`src/rtl/tlb_search_arbiter_if.sv`:
```
// Bundle of the three requester handshakes, the shared TLB search port and the
// registered response bus around tlb_search_arbiter.
interface tlb_search_arbiter_if #(
    parameter int TLBNUM = 16
);
    localparam int IDXW = $clog2(TLBNUM);

    logic            inst_req;
    logic [19:0]     inst_va;
    logic            inst_ready;
    logic            inst_cancel;
    logic            data_req;
    logic [19:0]     data_va;
    logic            data_ready;
    logic            srch_req;
    logic [19:0]     srch_va;
    logic            srch_ready;
    logic [9:0]      asid;

    logic [18:0]     s_vppn;
    logic            s_va_bit12;
    logic [9:0]      s_asid;
    logic            s_found;
    logic [IDXW-1:0] s_index;
    logic [19:0]     s_ppn;
    logic [5:0]      s_ps;
    logic [1:0]      s_plv;
    logic [1:0]      s_mat;
    logic            s_d;
    logic            s_v;

    logic            inst_rsp_valid;
    logic            data_rsp_valid;
    logic            srch_rsp_valid;
    logic            rsp_found;
    logic [IDXW-1:0] rsp_index;
    logic [19:0]     rsp_ppn;
    logic [5:0]      rsp_ps;
    logic [1:0]      rsp_plv;
    logic [1:0]      rsp_mat;
    logic            rsp_d;
    logic            rsp_v;

    // Arbiter side.
    modport master (
        input  inst_req, inst_va, inst_cancel, data_req, data_va, srch_req, srch_va, asid,
        input  s_found, s_index, s_ppn, s_ps, s_plv, s_mat, s_d, s_v,
        output inst_ready, data_ready, srch_ready, s_vppn, s_va_bit12, s_asid,
        output inst_rsp_valid, data_rsp_valid, srch_rsp_valid,
        output rsp_found, rsp_index, rsp_ppn, rsp_ps, rsp_plv, rsp_mat, rsp_d, rsp_v
    );

    // Requester / TLB side.
    modport slave (
        output inst_req, inst_va, inst_cancel, data_req, data_va, srch_req, srch_va, asid,
        output s_found, s_index, s_ppn, s_ps, s_plv, s_mat, s_d, s_v,
        input  inst_ready, data_ready, srch_ready, s_vppn, s_va_bit12, s_asid,
        input  inst_rsp_valid, data_rsp_valid, srch_rsp_valid,
        input  rsp_found, rsp_index, rsp_ppn, rsp_ps, rsp_plv, rsp_mat, rsp_d, rsp_v
    );
endinterface

```
`src/rtl/tlb_search_arbiter.sv`:
```
// Shares one TLB search port between inst fetch, load/store and TLBSRCH, returning
// the registered lookup one cycle later. Optional macro TLB_ARB_RR_EN: inst/data round-robin.
module tlb_search_arbiter #(
    parameter int TLBNUM       = 16,
    parameter int STARVE_LIMIT = 4
) (
    input logic                   clk,
    input logic                   resetn,
    tlb_search_arbiter_if.master  bus
);
    localparam int IDXW = $clog2(TLBNUM);

    logic            inst_ok, inst_first;
    logic            srch_gnt, data_gnt, inst_gnt, any_gnt;
    logic [19:0]     sel_va;

    logic            inst_pend_q, data_vld_q, srch_vld_q;
    logic            rsp_found_q;
    logic [IDXW-1:0] rsp_index_q;
    logic [19:0]     rsp_ppn_q;
    logic [5:0]      rsp_ps_q;
    logic [1:0]      rsp_plv_q, rsp_mat_q;
    logic            rsp_d_q, rsp_v_q;

`ifdef TLB_ARB_RR_EN
    // rr_last_q=1: data won last time, so inst goes first now.
    logic rr_last_q, rr_last_d;

    always_comb begin
        rr_last_d = rr_last_q;
        if (data_gnt)      rr_last_d = 1'b1;
        else if (inst_gnt) rr_last_d = 1'b0;
    end

    always_ff @(posedge clk or negedge resetn) begin
        if (!resetn) rr_last_q <= 1'b0;
        else         rr_last_q <= rr_last_d;
    end

    assign inst_first = rr_last_q;
`else
    logic [3:0] starve_cnt_q, starve_cnt_d;

    always_comb begin
        starve_cnt_d = starve_cnt_q;
        if (!bus.inst_req || inst_gnt)
            starve_cnt_d = 4'd0;
        else if (starve_cnt_q != 4'(STARVE_LIMIT))
            starve_cnt_d = starve_cnt_q + 4'd1;
    end

    always_ff @(posedge clk or negedge resetn) begin
        if (!resetn) starve_cnt_q <= 4'd0;
        else         starve_cnt_q <= starve_cnt_d;
    end

    assign inst_first = (starve_cnt_q == 4'(STARVE_LIMIT));
`endif

    // A cancelled inst request is never eligible, so data can take the slot.
    always_comb begin
        inst_ok  = bus.inst_req & ~bus.inst_cancel;
        srch_gnt = bus.srch_req;
        data_gnt = ~srch_gnt & bus.data_req & ~(inst_first & inst_ok);
        inst_gnt = ~srch_gnt & inst_ok & ~(bus.data_req & ~inst_first);
        any_gnt  = srch_gnt | data_gnt | inst_gnt;
        sel_va   = bus.inst_va;
        if (srch_gnt)      sel_va = bus.srch_va;
        else if (data_gnt) sel_va = bus.data_va;
    end

    assign bus.srch_ready = srch_gnt;
    assign bus.data_ready = data_gnt;
    assign bus.inst_ready = inst_gnt;
    assign bus.s_vppn     = sel_va[19:1];
    assign bus.s_va_bit12 = sel_va[0];
    assign bus.s_asid     = bus.asid;

    always_ff @(posedge clk or negedge resetn) begin
        if (!resetn) begin
            inst_pend_q <= 1'b0;
            data_vld_q  <= 1'b0;
            srch_vld_q  <= 1'b0;
            rsp_found_q <= 1'b0;
            rsp_index_q <= '0;
            rsp_ppn_q   <= '0;
            rsp_ps_q    <= '0;
            rsp_plv_q   <= '0;
            rsp_mat_q   <= '0;
            rsp_d_q     <= 1'b0;
            rsp_v_q     <= 1'b0;
        end else begin
            inst_pend_q <= inst_gnt;
            data_vld_q  <= data_gnt;
            srch_vld_q  <= srch_gnt;
            if (any_gnt) begin
                rsp_found_q <= bus.s_found;
                rsp_index_q <= bus.s_index;
                rsp_ppn_q   <= bus.s_ppn;
                rsp_ps_q    <= bus.s_ps;
                rsp_plv_q   <= bus.s_plv;
                rsp_mat_q   <= bus.s_mat;
                rsp_d_q     <= bus.s_d;
                rsp_v_q     <= bus.s_v;
            end
        end
    end

    // A flush in the response cycle still kills the inst result already in flight.
    assign bus.inst_rsp_valid = inst_pend_q & ~bus.inst_cancel;
    assign bus.data_rsp_valid = data_vld_q;
    assign bus.srch_rsp_valid = srch_vld_q;
    assign bus.rsp_found      = rsp_found_q;
    assign bus.rsp_index      = rsp_index_q;
    assign bus.rsp_ppn        = rsp_ppn_q;
    assign bus.rsp_ps         = rsp_ps_q;
    assign bus.rsp_plv        = rsp_plv_q;
    assign bus.rsp_mat        = rsp_mat_q;
    assign bus.rsp_d          = rsp_d_q;
    assign bus.rsp_v          = rsp_v_q;
endmodule

```
`src/flat_wrapper.sv`:
```
// flat-port wrapper written by rule: the top's interface ports become plain ports
module tlb_search_arbiter_flat 
#(
    parameter int TLBNUM       = 16,
    parameter int STARVE_LIMIT = 4
)
  (clk, resetn, bus_inst_req, bus_inst_va, bus_inst_cancel, bus_data_req, bus_data_va, bus_srch_req, bus_srch_va, bus_asid, bus_s_found, bus_s_index, bus_s_ppn, bus_s_ps, bus_s_plv, bus_s_mat, bus_s_d, bus_s_v, bus_inst_ready, bus_data_ready, bus_srch_ready, bus_s_vppn, bus_s_va_bit12, bus_s_asid, bus_inst_rsp_valid, bus_data_rsp_valid, bus_srch_rsp_valid, bus_rsp_found, bus_rsp_index, bus_rsp_ppn, bus_rsp_ps, bus_rsp_plv, bus_rsp_mat, bus_rsp_d, bus_rsp_v);
  tlb_search_arbiter_if #(.TLBNUM(TLBNUM)) bus_i ();
  input logic clk;
  input logic resetn;
  input wire logic [$bits(bus_i.inst_req)-1:0] bus_inst_req;
  input wire logic [$bits(bus_i.inst_va)-1:0] bus_inst_va;
  input wire logic [$bits(bus_i.inst_cancel)-1:0] bus_inst_cancel;
  input wire logic [$bits(bus_i.data_req)-1:0] bus_data_req;
  input wire logic [$bits(bus_i.data_va)-1:0] bus_data_va;
  input wire logic [$bits(bus_i.srch_req)-1:0] bus_srch_req;
  input wire logic [$bits(bus_i.srch_va)-1:0] bus_srch_va;
  input wire logic [$bits(bus_i.asid)-1:0] bus_asid;
  input wire logic [$bits(bus_i.s_found)-1:0] bus_s_found;
  input wire logic [$bits(bus_i.s_index)-1:0] bus_s_index;
  input wire logic [$bits(bus_i.s_ppn)-1:0] bus_s_ppn;
  input wire logic [$bits(bus_i.s_ps)-1:0] bus_s_ps;
  input wire logic [$bits(bus_i.s_plv)-1:0] bus_s_plv;
  input wire logic [$bits(bus_i.s_mat)-1:0] bus_s_mat;
  input wire logic [$bits(bus_i.s_d)-1:0] bus_s_d;
  input wire logic [$bits(bus_i.s_v)-1:0] bus_s_v;
  output wire logic [$bits(bus_i.inst_ready)-1:0] bus_inst_ready;
  output wire logic [$bits(bus_i.data_ready)-1:0] bus_data_ready;
  output wire logic [$bits(bus_i.srch_ready)-1:0] bus_srch_ready;
  output wire logic [$bits(bus_i.s_vppn)-1:0] bus_s_vppn;
  output wire logic [$bits(bus_i.s_va_bit12)-1:0] bus_s_va_bit12;
  output wire logic [$bits(bus_i.s_asid)-1:0] bus_s_asid;
  output wire logic [$bits(bus_i.inst_rsp_valid)-1:0] bus_inst_rsp_valid;
  output wire logic [$bits(bus_i.data_rsp_valid)-1:0] bus_data_rsp_valid;
  output wire logic [$bits(bus_i.srch_rsp_valid)-1:0] bus_srch_rsp_valid;
  output wire logic [$bits(bus_i.rsp_found)-1:0] bus_rsp_found;
  output wire logic [$bits(bus_i.rsp_index)-1:0] bus_rsp_index;
  output wire logic [$bits(bus_i.rsp_ppn)-1:0] bus_rsp_ppn;
  output wire logic [$bits(bus_i.rsp_ps)-1:0] bus_rsp_ps;
  output wire logic [$bits(bus_i.rsp_plv)-1:0] bus_rsp_plv;
  output wire logic [$bits(bus_i.rsp_mat)-1:0] bus_rsp_mat;
  output wire logic [$bits(bus_i.rsp_d)-1:0] bus_rsp_d;
  output wire logic [$bits(bus_i.rsp_v)-1:0] bus_rsp_v;
  assign bus_i.inst_req = bus_inst_req;
  assign bus_i.inst_va = bus_inst_va;
  assign bus_i.inst_cancel = bus_inst_cancel;
  assign bus_i.data_req = bus_data_req;
  assign bus_i.data_va = bus_data_va;
  assign bus_i.srch_req = bus_srch_req;
  assign bus_i.srch_va = bus_srch_va;
  assign bus_i.asid = bus_asid;
  assign bus_i.s_found = bus_s_found;
  assign bus_i.s_index = bus_s_index;
  assign bus_i.s_ppn = bus_s_ppn;
  assign bus_i.s_ps = bus_s_ps;
  assign bus_i.s_plv = bus_s_plv;
  assign bus_i.s_mat = bus_s_mat;
  assign bus_i.s_d = bus_s_d;
  assign bus_i.s_v = bus_s_v;
  assign bus_inst_ready = bus_i.inst_ready;
  assign bus_data_ready = bus_i.data_ready;
  assign bus_srch_ready = bus_i.srch_ready;
  assign bus_s_vppn = bus_i.s_vppn;
  assign bus_s_va_bit12 = bus_i.s_va_bit12;
  assign bus_s_asid = bus_i.s_asid;
  assign bus_inst_rsp_valid = bus_i.inst_rsp_valid;
  assign bus_data_rsp_valid = bus_i.data_rsp_valid;
  assign bus_srch_rsp_valid = bus_i.srch_rsp_valid;
  assign bus_rsp_found = bus_i.rsp_found;
  assign bus_rsp_index = bus_i.rsp_index;
  assign bus_rsp_ppn = bus_i.rsp_ppn;
  assign bus_rsp_ps = bus_i.rsp_ps;
  assign bus_rsp_plv = bus_i.rsp_plv;
  assign bus_rsp_mat = bus_i.rsp_mat;
  assign bus_rsp_d = bus_i.rsp_d;
  assign bus_rsp_v = bus_i.rsp_v;
  tlb_search_arbiter #(.TLBNUM(TLBNUM), .STARVE_LIMIT(STARVE_LIMIT)) u_core (.clk(clk), .resetn(resetn), .bus(bus_i));
endmodule
```
`config.mk`:
```
export PLATFORM = sky130hd
export DESIGN_NAME = tlb_search_arbiter_flat
export DESIGN_NICKNAME = d
export VERILOG_FILES = /design/src/rtl/tlb_search_arbiter_if.sv /design/src/rtl/tlb_search_arbiter.sv /design/src/flat_wrapper.sv
export SDC_FILE = /design/constraint.sdc
export NUM_CORES = 1
export LEC_CHECK = 0
export BUFFER_PORTS_ARGS = -buffer_cell sky130_fd_sc_hd__buf_2
export CORE_ASPECT_RATIO = 0.9
export CORE_MARGIN = 2
export CORE_UTILIZATION = 45
export CTS_BUF_LIST = sky130_fd_sc_hd__clkbuf_8
export CTS_CLUSTER_DIAMETER = 60
export DETAILED_ROUTE_END_ITERATION = 6
export HOLD_SLACK_MARGIN = 0.1
export PLACE_DENSITY = 0.95
export SLEW_MARGIN = 20
export SYNTH_ARGS = -nofsm -noshare
export SYNTH_HDL_FRONTEND = slang
export SYNTH_SLANG_ARGS = --single-unit
```
`constraint.sdc`:
```
create_clock -name clk -period 2.1 [get_ports clk]
set_input_delay 0.105 -clock clk [delete_from_list [all_inputs] [get_ports clk]]
set_output_delay 0.105 -clock clk [all_outputs]
set_load 0.05 [all_outputs]
```
# Yosys cells after proc, flatten, opt, wreduce, memory -nomap -nowiden
# Cells that the tools add are included.
# word_totals
ff_bits	44
input_bits	113
output_inout_bits	73
# classes
n_reduce_logical	3
addsub	1
eq_ne	2
bitwise_logic	15
n_mux	4
# op_table
op	n
$mux 20	2
$and 1x1->1	8
$mux 4	2
$not 1->1	5
$add 4x1->4 const B	1
$eq 4x3->1 const B	1
$ne 4x3->1 const B	1
$or 1x1->1	2
$reduce_bool 2->1	1
$logic_not 1->1	1
$logic_or 1x1->1	1

# Depth between registers and ports, before layout
# Gate-level depths: netlist (run 1).
# logic_depth
ltp_word	7
mapped_depth	6
ltp_nobuf	5

# Worst setup path after synthesis (run 1)
# No wires, ideal clock.
# synth_path
kind	reg2reg
startpoint	register u_core.starve_cnt_q[0]
endpoint	register u_core.starve_cnt_q[2]
slack_ns	-0.388
required_ns	1.901
n_path_buf	0
stages_incl_launch_ff	6
arrival_ns	2.289
cell_sequence	dfrtp_1 inv_1 ha_1 nand3b_4 a211oi_1 nor3b_1
# synth_between
elab_chain_len	7
word_cells_on_any_way	11
# synth_lines
item	line	text
from (decl)	tlb_search_arbiter.sv:42	logic [3:0] starve_cnt_q, starve_cnt_d;
from (signal assigned)	tlb_search_arbiter.sv:54	else starve_cnt_q <= starve_cnt_d;
$eq 4x3->1 *	tlb_search_arbiter.sv:57	assign inst_first = (starve_cnt_q == 4'(STARVE_LIMIT));
$not 1->1 *	tlb_search_arbiter.sv:65	inst_gnt = ~srch_gnt & inst_ok & ~(bus.data_req & ~inst_first);
$and 1x1->1 *	tlb_search_arbiter.sv:65	
$not 1->1 *	tlb_search_arbiter.sv:65	
$and 1x1->1 *	tlb_search_arbiter.sv:65	
via bus_inst_ready	flat_wrapper.sv:27	output wire logic [$bits(bus_i.inst_ready)-1:0] bus_inst_ready;
$logic_or 1x1->1 *	tlb_search_arbiter.sv:46	if (!bus.inst_req || inst_gnt)
$mux 4 or $reduce_bool 2->1 (tied branches)	n/a	
# Mark *: on every way through the listed nets, which the timed path passes. The rest lies on a longest branch. The select of a mux whose other input is x is not followed.
# A chain may end at the register's enable or synchronous reset.

# Final worst setup path (run 1)
# layout_path
startpoint	register u_core.starve_cnt_q[1]
endpoint	output port bus_s_vppn[17]
# layout_between
elab_chain_len	6
# layout_lines
item	line	text
$eq 4x3->1	tlb_search_arbiter.sv:57	
$and 1x1->1	tlb_search_arbiter.sv:64	data_gnt = ~srch_gnt & bus.data_req & ~(inst_first & inst_ok);
$not 1->1	tlb_search_arbiter.sv:64	
$and 1x1->1	tlb_search_arbiter.sv:64	
$mux 20	tlb_search_arbiter.sv:69	else if (data_gnt) sel_va = bus.data_va;
$mux 20	tlb_search_arbiter.sv:68	if (srch_gnt) sel_va = bus.srch_va;
to (decl)	flat_wrapper.sv:30	output wire logic [$bits(bus_i.s_vppn)-1:0] bus_s_vppn;
# Every way passes these cells.

==> impl_metrics.sql, run 1 <==
INSERT INTO impl_metrics (metric_group, metric, value, unit) VALUES
('status', 'run_status', 'finished, final reports clean', ''),
('critical_path', 'timing.critical_path.cells', 'inv_1 > ha_4 > nand3b_4 > buf_12 > o31a_1 > o211ai_2 > clkbuf_4', ''),
('critical_path', 'critPathMaxStageDelay', '0.42', 'ns'),
('routing', 'routed_wl', '7672', 'um'),
('critical_path', 'cp-end-kind', 'output pin', ''),
('floorplanning', 'num_rows', '27', ''),
('floorplanning', 'die_h', '78.52', 'um'),
('sta', 'setup_repair_after_global_routing_missed_its_margin', 'false', ''),
('pwr', 'totalPowerFinal', '2641', 'uW'),
('placement', 'place.port_buffers', '165', ''),
('synth', 'synthesis.instances', '259', ''),
('sta', 'holdWs', '0.1771', 'ns'),
('synth', 'synth.net_count', '374', ''),
('global_route', 'track_usage', '0.2232', ''),
('sta', 'setup_viol', '0', ''),
('sta', 'report.final.hold_viol_count', '0', ''),
('floorplanning', 'fp.dieW', '86.80', 'um'),
('synth', 'synthMuxAreaShare', '0.1537', ''),
('synth', 'synth_async_sr_flop_share', '1.000', ''),
('layout', 'antennaDiodeCount', '0', ''),
('synth', 'synth.distinct_cells', '31', ''),
('flow_run', 'timing.max_cap.violations', '0', ''),
('placement', 'dp_hpwl', '4965', 'um'),
('routing', 'detailed_router_iteration_count_before_antenna_repair', '4', ''),
('hold_path', 'worst_hold_path_type', 'in2reg', ''),
('pwr', 'power.density_cell_area', '638.4', 'nW/um^2'),
('global_route', 'grt_pass1_wl', '12210', 'um'),
('sta', 'fmax', '0.5057', 'GHz'),
('layout', 'fill_cells', '441', ''),
('clocking', 'clock_sinks', '44', ''),
('clocking', 'root_buffer', 'clkbuf_8', ''),
('sta', 'final-max-slew-violation-count', '0', ''),
('synth', 'synthDominantCellAreaShare', '0.3966', ''),
('clocking', 'total_clock_buffers_created_by_cts', '5', ''),
('synth', 'synth_seq_area_share', '0.3966', ''),
('synth', 'synth.avg_cell_area', '10.72', 'um^2'),
('placement', 'place.gp.congestion', '0.8305', ''),
('floorplanning', 'number_of_top_level_pins', '186', ''),
('layout', 'syn_to_final_growth', '49.03', '%'),
('synth', 'synth_area', '2776', 'um^2'),
('layout', 'final_layout_size_suffix_gt1_frac', '0.5369', ''),
('clocking', 'cts_tree', 'done', ''),
('routing', 'vias_per_cell', '5.104', ''),
('clocking', 'clock_tree.buffer_depth', '2', ''),
('clocking', 'cts.clk_slew.worst_paths', '0.08', 'ns'),
('synth', 'synth.largest_area_cell', 'dfrtp_1', ''),
('clocking', 'clk-insertion-delay-late', '0.28', 'ns'),
('routing', 'wl_per_cell', '14.78', 'um'),
('critical_path', 'critical-path-slowest-cell', 'dfrtp_1', ''),
('global_route', 'grt_remaining_overflow', '0', ''),
('sta', 'worst_clock_skew', '0.0003115', 'ns'),
('routing', 'dr.first_iter.drc_count', '93', ''),
('critical_path', 'worstSetupStartpointType', 'flip-flop', ''),
('pwr', 'power.share.sequential', '0.365', ''),
('critical_path', 'worstPathArrival', '1.87', 'ns'),
('synth', 'synth_area_leaders', 'dfrtp_1, mux2_2, o211ai_2, o211ai_1, o31a_1', ''),
('floorplanning', 'placeable_core_region', '6047', 'um^2'),
('layout', 'multi_input_area', '1389', 'um^2'),
('sta', 'fin_setup_tns', '0', 'ns'),
('sta', 'timing_worst_slew_pin_value', '0.9591', 'ns'),
('layout', 'nNetsFinal', '561', ''),
('routing', 'route.detailed.drc', '0', ''),
('synth', 'synth_adder_area_share', '0.009013', ''),
('global_route', 'grt_antenna_before_repair', '0', ''),
('floorplanning', 'floorplan.initialDensity', '0.4591', ''),
('critical_path', 'critPathRequiredTime', '2.00', 'ns'),
('sta', 'fin_crit_sh', '0.9416', ''),
('critical_path', 'worst-path-max-fanout', '44', ''),
('pwr', 'maximum_vdd_drop', '380.1', 'uV'),
('pwr', 'switching_share', '0.3630', ''),
('pwr', 'total_switching_power', '958.8', 'uW');
## power by group through the flow
stage / logic, uW / clock network, uW / registers [uW]
2_1_floorplan: 495 / 0 / 1190
3_3_place_gp: 901 / 0 / 970
3_5_place_dp: 917 / 0 / 978
4_1_cts: 993 / 685 / 960
5_1_grt: 1090 / 717 / 972
6_report: 1020 / 661 / 963
## sequential cells by signal, indices dropped and copies added, names as in the netlist
signal,count
u_core.bus.data_rsp_valid,1
u_core.bus.rsp_d,1
u_core.bus.rsp_found,1
u_core.bus.rsp_index,4
u_core.bus.rsp_mat,2
u_core.bus.rsp_plv,2
u_core.bus.rsp_ppn,20
u_core.bus.rsp_ps,6
u_core.bus.rsp_v,1
u_core.bus.srch_rsp_valid,1
u_core.inst_pend_q,1
u_core.starve_cnt_q,4
## cells in the final DEF, fill, tap and decap left out, types with 2 or more instances in the layout
master / synthesis / final
nor2_1: 3 / 3
o31a_1: 20 / 20
o21a_1: 2 / 2
mux2_2: 37 / 37
nor3b_1: 2 / 2
clkbuf_8: 0 / 6
dlygate4sd3_1: 0 / 39
buf_12: 0 / 2
inv_1: 22 / 21
dfrtp_1: 44 / 44
nand2b_1: 20 / 20
nand2_1: 20 / 20
clkbuf_4: 0 / 5
buf_2: 6 / 144
o211ai_2: 16 / 16
o211ai_1: 25 / 25
buf_4: 11 / 22
## cells by family after synthesis
family | Yosys count
compound gates | 68
xor+xnor | 1
fa+ha+maj | 2
buf+inv | 54
flops | 44
mux | 38
simple gates | 52
## layout make-up
class	instances	area share
Clock buffer	6	0.01996
Clock inverter	2	0.009374
Inverter	22	0.01996
Multi-Input combinational cell	161	0.3357
Sequential cell	44	0.2661
Tap cell	72	0.02177
Timing Repair Buffer	212	0.3272
## worst max-delay path: cells and delay by family (launching register included)
| kind | cells | cell delay, ns |
|---|---|---|
| AND/OR/NAND/NOR | 1 | 0.08 |
| flip-flops | 1 | 0.42 |
| AO/OA/AOI/OAI | 2 | 0.39 |
| adder cells (fa/ha/maj) | 1 | 0.16 |
| buffers and inverters | 3 | 0.52 |
## stage by stage
stage	utilization	cell area [um^2]	cells	setup WS (ns)
after global placement	0.5876	3553	471	0.3500
after detailed placement	0.5876	3553	471	0.3091
after global routing	0.6843	4138	519	0.009553
after CTS	0.6785	4103	518	0.0002172
after floorplan	-	2781	259	0.03510
final	0.6843	4138	519	0.1227
## metal layers
| layer | global-route usage | vias to the layer above | part of all wire | wire length, um |
|---|---|---|---|---|
| met2 | 0.4198 | 102 | 0.55 | 4194 |
| li1 | - | 1291 | - | - |
| met3 | 0.04837 | 16 | 0.062 | 474 |
| met5 | 0 | - | 0 | 0 |
| met4 | 0.07500 | 0 | 0.018 | 140 |
| met1 | 0.2436 | 1240 | 0.37 | 2863 |
## path summary, 6_finish.rpt
check                                  startpoint                         to  slack [ns]  cells after the start
max in group asynchronous                  resetn     u_core.starve_cnt_q[2]        1.01                      2
min in group asynchronous                  resetn     u_core.bus.rsp_ppn[16]        0.50                      2
max                        u_core.starve_cnt_q[1]             bus_s_vppn[17]        0.12                      7
min                                  bus_srch_req  u_core.bus.srch_rsp_valid        0.18                      1
max reg2reg                u_core.starve_cnt_q[1]     u_core.starve_cnt_q[3]        0.56                      6
min reg2reg                 u_core.bus.rsp_ppn[1]      u_core.bus.rsp_ppn[1]        0.51                      1
## timing repair
item                                    CTS  global route
endpoints found under the setup margin   15            21
hold endpoints to repair                 83             0
hold buffers                             39             0
resized for setup                        15            10
buffers inserted                          0             1
Power figures use the tool's default switching activity.
==> inputs of run 2 (changes only) <==
CORE_UTILIZATION = 47   (was 45)
==> impl_metrics.sql, run 2 (same netlist as run 1, synthesis figures left out) <==
INSERT INTO impl_metrics (metric_group, metric, value, unit) VALUES
('status', 'run_status', 'finished, final reports clean', ''),
('placement', 'dpl.cell_count', '469', ''),
('hold_path', 'worst_hold_path_type', 'in2out', ''),
('sta', 'fin_crit_sh', '0.9484', ''),
('floorplanning', 'fp.dieW', '85.02', 'um'),
('global_route', 'met2_usage', '0.4680', ''),
('sta', 'timing.max_slew.rel_slack', '0.3595', ''),
('pwr', 'power.share.sequential', '0.359', ''),
('layout', 'multi_input_area', '1389', 'um^2'),
('floorplanning', 'floorplan.initialDensity', '0.4877', ''),
('routing', 'dr.first_iter.drc_count', '115', ''),
('clocking', 'clock_tree.buffer_depth', '2', ''),
('critical_path', 'worstSetupStartpointType', 'flip-flop', ''),
('pwr', 'total_switching_power', '982.1', 'uW'),
('sta', 'period_minus_slack', '1.992', 'ns'),
('clocking', 'root_buffer', 'clkbuf_8', ''),
('floorplanning', 'number_of_top_level_pins', '186', ''),
('placement', 'dp_slack', '0.2573', 'ns'),
('layout', 'area.sequential', '1101', 'um^2'),
('sta', 'fin_setup_tns', '0', 'ns'),
('global_route', 'pin_count_of_the_biggest_net_entering_global_routing', '48', ''),
('pwr', 'switching_share', '0.3648', ''),
('placement', 'dp_hpwl', '5330', 'um'),
('routing', 'route.antenna.remaining_nets', '0', ''),
('critical_path', 'cp-end-kind', 'output pin', ''),
('critical_path', 'worstPathArrival', '1.89', 'ns'),
('sta', 'worst_clock_skew', '0.0006775', 'ns'),
('pwr', 'share_comb_of_total_power', '0.380', ''),
('sta', 'setup_viol', '0', ''),
('global_route', 'grt_pass1_wl', '12690', 'um'),
('floorplanning', 'design.die.area', '6539', 'um^2'),
('floorplanning', 'die_h', '76.92', 'um'),
('routing', 'route.detailed.drc', '0', ''),
('layout', 'antennaDiodeCount', '0', ''),
('pwr', 'pwr-share-clk', '0.261', ''),
('global_route', 'grt_pass1_vias', '2623', ''),
('clocking', 'clock_tree.htree_level_count', '2', ''),
('pwr', 'cellLeakagePower', '0.002072', 'uW'),
('layout', 'stdcell_area', '4128', 'um^2'),
('clocking', 'total_clock_buffers_created_by_cts', '5', ''),
('sta', 'setup_repair_after_global_routing_missed_its_margin', 'false', ''),
('routing', 'routed_wl', '8309', 'um'),
('layout', 'final_layout_size_suffix_gt1_frac', '0.5359', ''),
('clocking', 'cts.clk_slew.worst_paths', '0.07', 'ns'),
('layout', 'layout_commonest_cell', 'buf_2', ''),
('pwr', 'power.density_cell_area', '652.2', 'nW/um^2'),
('placement', 'place.gp.congestion', '0.7674', ''),
('sta', 'report.final.hold_viol_count', '0', ''),
('sta', 'fin_ws', '0.1084', 'ns'),
('layout', 'finalNonFillerCells', '516', ''),
('global_route', 'track_usage', '0.2437', ''),
('critical_path', 'worst-setup-path-type', 'reg2out', ''),
('global_route', 'met1_track_usage_gr', '0.2598', ''),
('flow_run', 'timing.max_cap.violations', '0', ''),
('critical_path', 'worst-path-max-fanout', '21', ''),
('placement', 'place.port_buffers', '165', ''),
('layout', 'largest_register_ffs', '20', ''),
('floorplanning', 'placeable_core_region', '5693', 'um^2'),
('pwr', 'cell_internal_pwr', '1710', 'uW'),
('global_route', 'grt.met3_usage', '0.04090', ''),
('layout', 'syn_to_final_growth', '48.67', '%'),
('pwr', 'maximum_vdd_drop', '515.1', 'uV'),
('routing', 'route.vias.total', '2718', ''),
('placement', 'post_dp_cell_area', '3538', 'um^2'),
('global_route', 'top_usage_layer', 'met2', ''),
('layout', 'fill_cells', '414', ''),
('clocking', 'cts_tree', 'done', ''),
('layout', 'final_cell_mix', 'buf_2, dfrtp_1, dlygate4sd3_1', ''),
('critical_path', 'critPathRequiredTime', '2.00', 'ns'),
('global_route', 'grt_antenna_before_repair', '0', ''),
('sta', 'timing_worst_slew_pin_value', '0.9607', 'ns'),
('layout', 'nNetsFinal', '560', ''),
('clocking', 'clk-insertion-delay-late', '0.29', 'ns'),
('global_route', 'grt_remaining_overflow', '0', ''),
('routing', 'detailed_router_iteration_count_before_antenna_repair', '6', ''),
('floorplanning', 'num_rows', '26', ''),
('routing', 'vias_per_cell', '5.267', ''),
('routing', 'wl_per_cell', '16.10', 'um'),
('sta', 'final-max-slew-violation-count', '0', ''),
('sta', 'fmax', '0.5021', 'GHz'),
('clocking', 'clock_sinks', '44', '');
==> run 2: what timing repair did <==
action / 4_1_cts / 5_1_grt
endpoints found under the setup margin: 21 / 21
endpoints found under the hold margin: 82 / 0
buffers inserted: 0 / 0
hold buffers: 39 / 0
resized for setup: 22 / 4
==> run 2: worst paths after layout <==
check	start	to	slack, ns	cells past startpoint
max in group asynchronous	resetn	u_core.inst_pend_q	1.00	2
worst min-delay path	bus_asid[7]	bus_s_asid[7]	0.21	0
worst min register to register	u_core.bus.rsp_ppn[8]	u_core.bus.rsp_ppn[8]	0.51	1
worst max-delay path	u_core.starve_cnt_q[0]	bus_s_va_bit12	0.11	7
worst max register to register	u_core.starve_cnt_q[0]	u_core.starve_cnt_q[2]	0.58	6
min in group asynchronous	resetn	u_core.bus.rsp_ppn[10]	0.49	2
==> run 2: power groups by stage <==
stage / Combinational [uW] / Sequential (uW) / Clock, uW
after detailed placement: 918 / 978 / 0
after floorplan: 495 / 1190 / 0
after global placement: 898 / 970 / 0
after CTS: 1000 / 961 / 706
final: 1020 / 966 / 703
after global routing: 1080 / 975 / 757
==> run 2: cell type report <==
| cell class | instances | share of cell area |
|---|---|---|
| Multi-Input combinational cell | 161 | 0.3365 |
| Timing Repair Buffer | 211 | 0.3249 |
| Sequential cell | 44 | 0.2667 |
| Clock buffer | 7 | 0.02334 |
| Tap cell | 70 | 0.02122 |
| Inverter | 22 | 0.02001 |
| Clock inverter | 1 | 0.007275 |
==> run 2: through the flow <==
stage	util	hold slack, ns	power [uW]
3_5_place_dp	0.6215	0.2103	1896
6_report	0.7251	0.2100	2692
3_3_place_gp	0.6215	0.2103	1868
2_1_floorplan	-	-0.1906	1684
4_1_cts	0.7220	0.2103	2670
5_1_grt	0.7251	0.2101	2812
==> run 2: critical path: stages, from the launching register on <==
cell	delay [ns]
dfrtp_1	0.43
inv_2	0.10
ha_4	0.15
nand3b_4	0.09
buf_6	0.17
o31a_1	0.24
o211ai_1	0.18
buf_4	0.23
==> run 2: per-layer routing <==
layer / vias up / part of all wire
met1: 1312 / 0.37
met4: 0 / 0.027
met5: - / 0
met3: 22 / 0.047
met2: 96 / 0.56
li1: 1288 / -
==> inputs of run 3 (changes only) <==
ABC_AREA = 1   (was unset)
CORE_UTILIZATION = 45   (was 47)
==> impl_metrics.sql, run 3 <==
INSERT INTO impl_metrics (metric_group, metric, value, unit) VALUES
('clocking', 'root_buffer', 'clkbuf_8', ''),
('floorplanning', 'design.die.area', '6221', 'um^2'),
('placement', 'place.port_buffers', '165', ''),
('critical_path', 'critPathRequiredTime', '2.00', 'ns'),
('sta', 'period_minus_slack', '2.024', 'ns'),
('clocking', 'cts.clk_slew.worst_paths', '0.09', 'ns'),
('clocking', 'cts_tree', 'done', ''),
('routing', 'vias_per_cell', '4.801', ''),
('pwr', 'maximum_vdd_drop', '478.0', 'uV'),
('synth', 'synth_seq_area_share', '0.4365', ''),
('global_route', 'grt_pass1_wl', '12250', 'um'),
('layout', 'area.sequential', '1101', 'um^2'),
('clocking', 'clk-insertion-delay-late', '0.29', 'ns'),
('routing', 'route.antenna.remaining_nets', '0', ''),
('sta', 'final-max-slew-violation-count', '0', ''),
('sta', 'timing.max_slew.rel_slack', '0.3784', ''),
('global_route', 'track_usage', '0.2481', ''),
('sta', 'holdWs', '0.1188', 'ns'),
('sta', 'fmax', '0.4941', 'GHz'),
('critical_path', 'critPathMaxStageDelay', '0.38', 'ns'),
('floorplanning', 'floorplan.initialDensity', '0.4744', ''),
('floorplanning', 'placeable_core_region', '5318', 'um^2'),
('synth', 'synthesis.instances', '343', ''),
('critical_path', 'worst-setup-path-type', 'reg2out', ''),
('synth', 'yosys_warning_count', '0', ''),
('hold_path', 'worst_hold_path_type', 'in2reg', ''),
('global_route', 'grt_antenna_before_repair', '0', ''),
('synth', 'synth_async_sr_flop_share', '1.000', ''),
('critical_path', 'cp-end-kind', 'output pin', ''),
('placement', 'dp_hpwl', '5173', 'um'),
('critical_path', 'worstPathArrival', '1.92', 'ns'),
('sta', 'setup_viol', '0', ''),
('critical_path', 'critical_path_buf_inv_count', '2', ''),
('routing', 'routed_wl', '8427', 'um'),
('layout', 'nNetsFinal', '651', ''),
('synth', 'synthDominantCellAreaShare', '0.4365', ''),
('placement', 'place.gp.congestion', '0.7840', ''),
('layout', 'syn_to_final_growth', '55.95', '%'),
('synth', 'synth-edff-count', '0', ''),
('sta', 'worst_clock_skew', '0.001411', 'ns'),
('routing', 'route.detailed.drc', '0', ''),
('global_route', 'grt_remaining_overflow', '0', ''),
('synth', 'synth_top_cells_by_count', 'nand2_1, inv_1, dfrtp_1', ''),
('clocking', 'total_clock_buffers_created_by_cts', '5', ''),
('clocking', 'clock_tree.htree_level_count', '2', ''),
('synth', 'synth.net_count', '458', ''),
('critical_path', 'worst-path-max-fanout', '10', ''),
('layout', 'largest_register_ffs', '20', ''),
('floorplanning', 'num_rows', '25', ''),
('routing', 'route.vias.total', '2900', ''),
('synth', 'synth.largest_area_cell', 'dfrtp_1', ''),
('flow_run', 'timing.max_cap.violations', '0', ''),
('layout', 'fill_cells', '377', ''),
('synth', 'synth_area', '2522', 'um^2'),
('synth', 'synth.avg_cell_area', '7.354', 'um^2'),
('routing', 'detailed_router_iteration_count_before_antenna_repair', '4', ''),
('sta', 'fin_crit_sh', '0.9638', ''),
('layout', 'antennaDiodeCount', '0', ''),
('layout', 'layout_commonest_cell', 'buf_2', ''),
('floorplanning', 'die_h', '75.03', 'um'),
('global_route', 'grt_pass1_vias', '2761', ''),
('clocking', 'clock_sinks', '44', ''),
('synth', 'synth_area_leaders', 'dfrtp_1, nand2_1, inv_1, nand3_1, buf_4', ''),
('critical_path', 'critPathMostFrequentCell', 'nand2_8', ''),
('layout', 'multi_input_area', '1020', 'um^2'),
('critical_path', 'worstSetupStartpointType', 'flip-flop', ''),
('layout', 'final_layout_size_suffix_gt1_frac', '0.3687', ''),
('pwr', 'totalPowerFinal', '2671', 'uW'),
('status', 'run_status', 'finished, final reports clean', ''),
('synth', 'synth.distinct_cells', '21', ''),
('critical_path', 'timing.critical_path.cells', 'inv_1 > ha_4 > nand2_2 > nor2_4 > nand2_8 > nand2_8 > nand2_1 > nand3_1 > buf_2', ''),
('critical_path', 'critical-path-slowest-cell', 'dfrtp_1', ''),
('synth', 'ys_seq_elements', '44', ''),
('pwr', 'cellLeakagePower', '0.002328', 'uW'),
('layout', 'final_cell_mix', 'buf_2, nand2_1, inv_1', ''),
('pwr', 'power.density_cell_area', '678.9', 'nW/um^2'),
('critical_path', 'timing.critical_path.max_delay_family', 'simple AND/OR/NAND/NOR gates', ''),
('clocking', 'clock_tree.buffer_depth', '2', ''),
('global_route', 'pin_count_of_the_biggest_net_entering_global_routing', '63', ''),
('synth', 'synth.most_common_cell', 'nand2_1', ''),
('routing', 'dr.first_iter.drc_count', '128', ''),
('critical_path', 'rrSetupSlack', '0.53', 'ns'),
('sta', 'timing_worst_slew_pin_value', '0.9324', 'ns'),
('synth', 'synth_top_flop_cell', 'dfrtp_1', ''),
('floorplanning', 'fp.dieW', '82.92', 'um'),
('floorplanning', 'number_of_top_level_pins', '186', ''),
('sta', 'report.final.hold_viol_count', '0', ''),
('routing', 'wl_per_cell', '13.95', 'um');
## run 3: changes by cell type after synthesis, moves of 6 or more
cell / previous run / this run
clkinv_1: 0 / 7
nand3_1: 1 / 40
o21ai_1: 0 / 15
mux2_2: 37 / 0
o21ai_0: 0 / 24
o211ai_2: 16 / 0
o31a_1: 20 / 0
o211ai_1: 25 / 0
inv_1: 22 / 61
clkbuf_1: 6 / 0
nand2b_1: 20 / 0
nand2_1: 20 / 94
buf_4: 11 / 17
nor2_1: 3 / 15
## run 3: cell families (layout without fill, tap and decap cells)
family                     after synthesis  count (layout)  synth area share
and+or+nand+nor                        157             161            0.2718
xor gates and xnor gates                 2               2          0.006946
buffers and inverters                   98             288            0.1954
adders and majority gates                2               2          0.009919
DFF                                     44              44            0.4365
AOI/OAI and AO/OA                       40              40           0.07936
## run 3: tightest hold or removal path: cells and delay by family
| kind | cells | cell delay, ns |
|---|---|---|
| simple gates | 2 | 0.16 |
| buf+inv | 1 | 0.10 |
## run 3: report_power, final
group          internal, uW  switching, uW
clock                   358            296
combinational           346            696
sequential              923           50.0
total                  1630           1040
## run 3: routing by layer
metal	up-vias	GRT usage	part of all wire	wire length (um)
li1	1413	-	-	-
met1	1304	0.2453	0.35	2962
met2	145	0.4848	0.54	4562
met3	38	0.05373	0.059	493
met4	0	0.1566	0.049	410
met5	-	0	0	0
## run 3: what timing repair did
item,CTS,global route
resized for setup,4,44
hold endpoints to repair,81,0
gates cloned,0,4
setup buffers,0,3
setup endpoints to repair,20,21
pin swaps,0,4
hold buffers,38,0
## run 3: area by class of cell
type | count | area share
Clock inverter | 3 | 0.01177
Multi-Input combinational cell | 205 | 0.2592
Clock buffer | 5 | 0.01749
Tap cell | 67 | 0.02131
Timing Repair Buffer | 211 | 0.3445
Inverter | 69 | 0.06584
Sequential cell | 44 | 0.2799
## run 3: metrics by stage
step | instances | setup WS [ns] | setup TNS (ns) | utilization | area [um^2]
CTS | 597 | 0.00004352 | 0 | 0.7080 | 3765
finish | 604 | 0.07608 | 0 | 0.7398 | 3934
detailed placement | 551 | 0.2509 | 0 | 0.6118 | 3253
global route | 604 | -0.04020 | -0.3673 | 0.7398 | 3934
floorplan | 343 | 0.5164 | 0 | - | 2522
global placement | 551 | 0.3675 | 0 | 0.6118 | 3253
## run 3: final timing paths
kind / startpoint / end / depth (start not counted)
max in group asynchronous: resetn / u_core.bus.srch_rsp_valid / 2
setup / recovery: u_core.starve_cnt_q[0] / bus_s_vppn[9] / 9
setup reg to reg: u_core.starve_cnt_q[0] / u_core.starve_cnt_q[2] / 8
hold / removal: bus_inst_req / u_core.starve_cnt_q[3] / 3
min in group asynchronous: resetn / u_core.bus.rsp_ps[3] / 2
hold reg to reg: u_core.bus.rsp_d / u_core.bus.rsp_d / 2
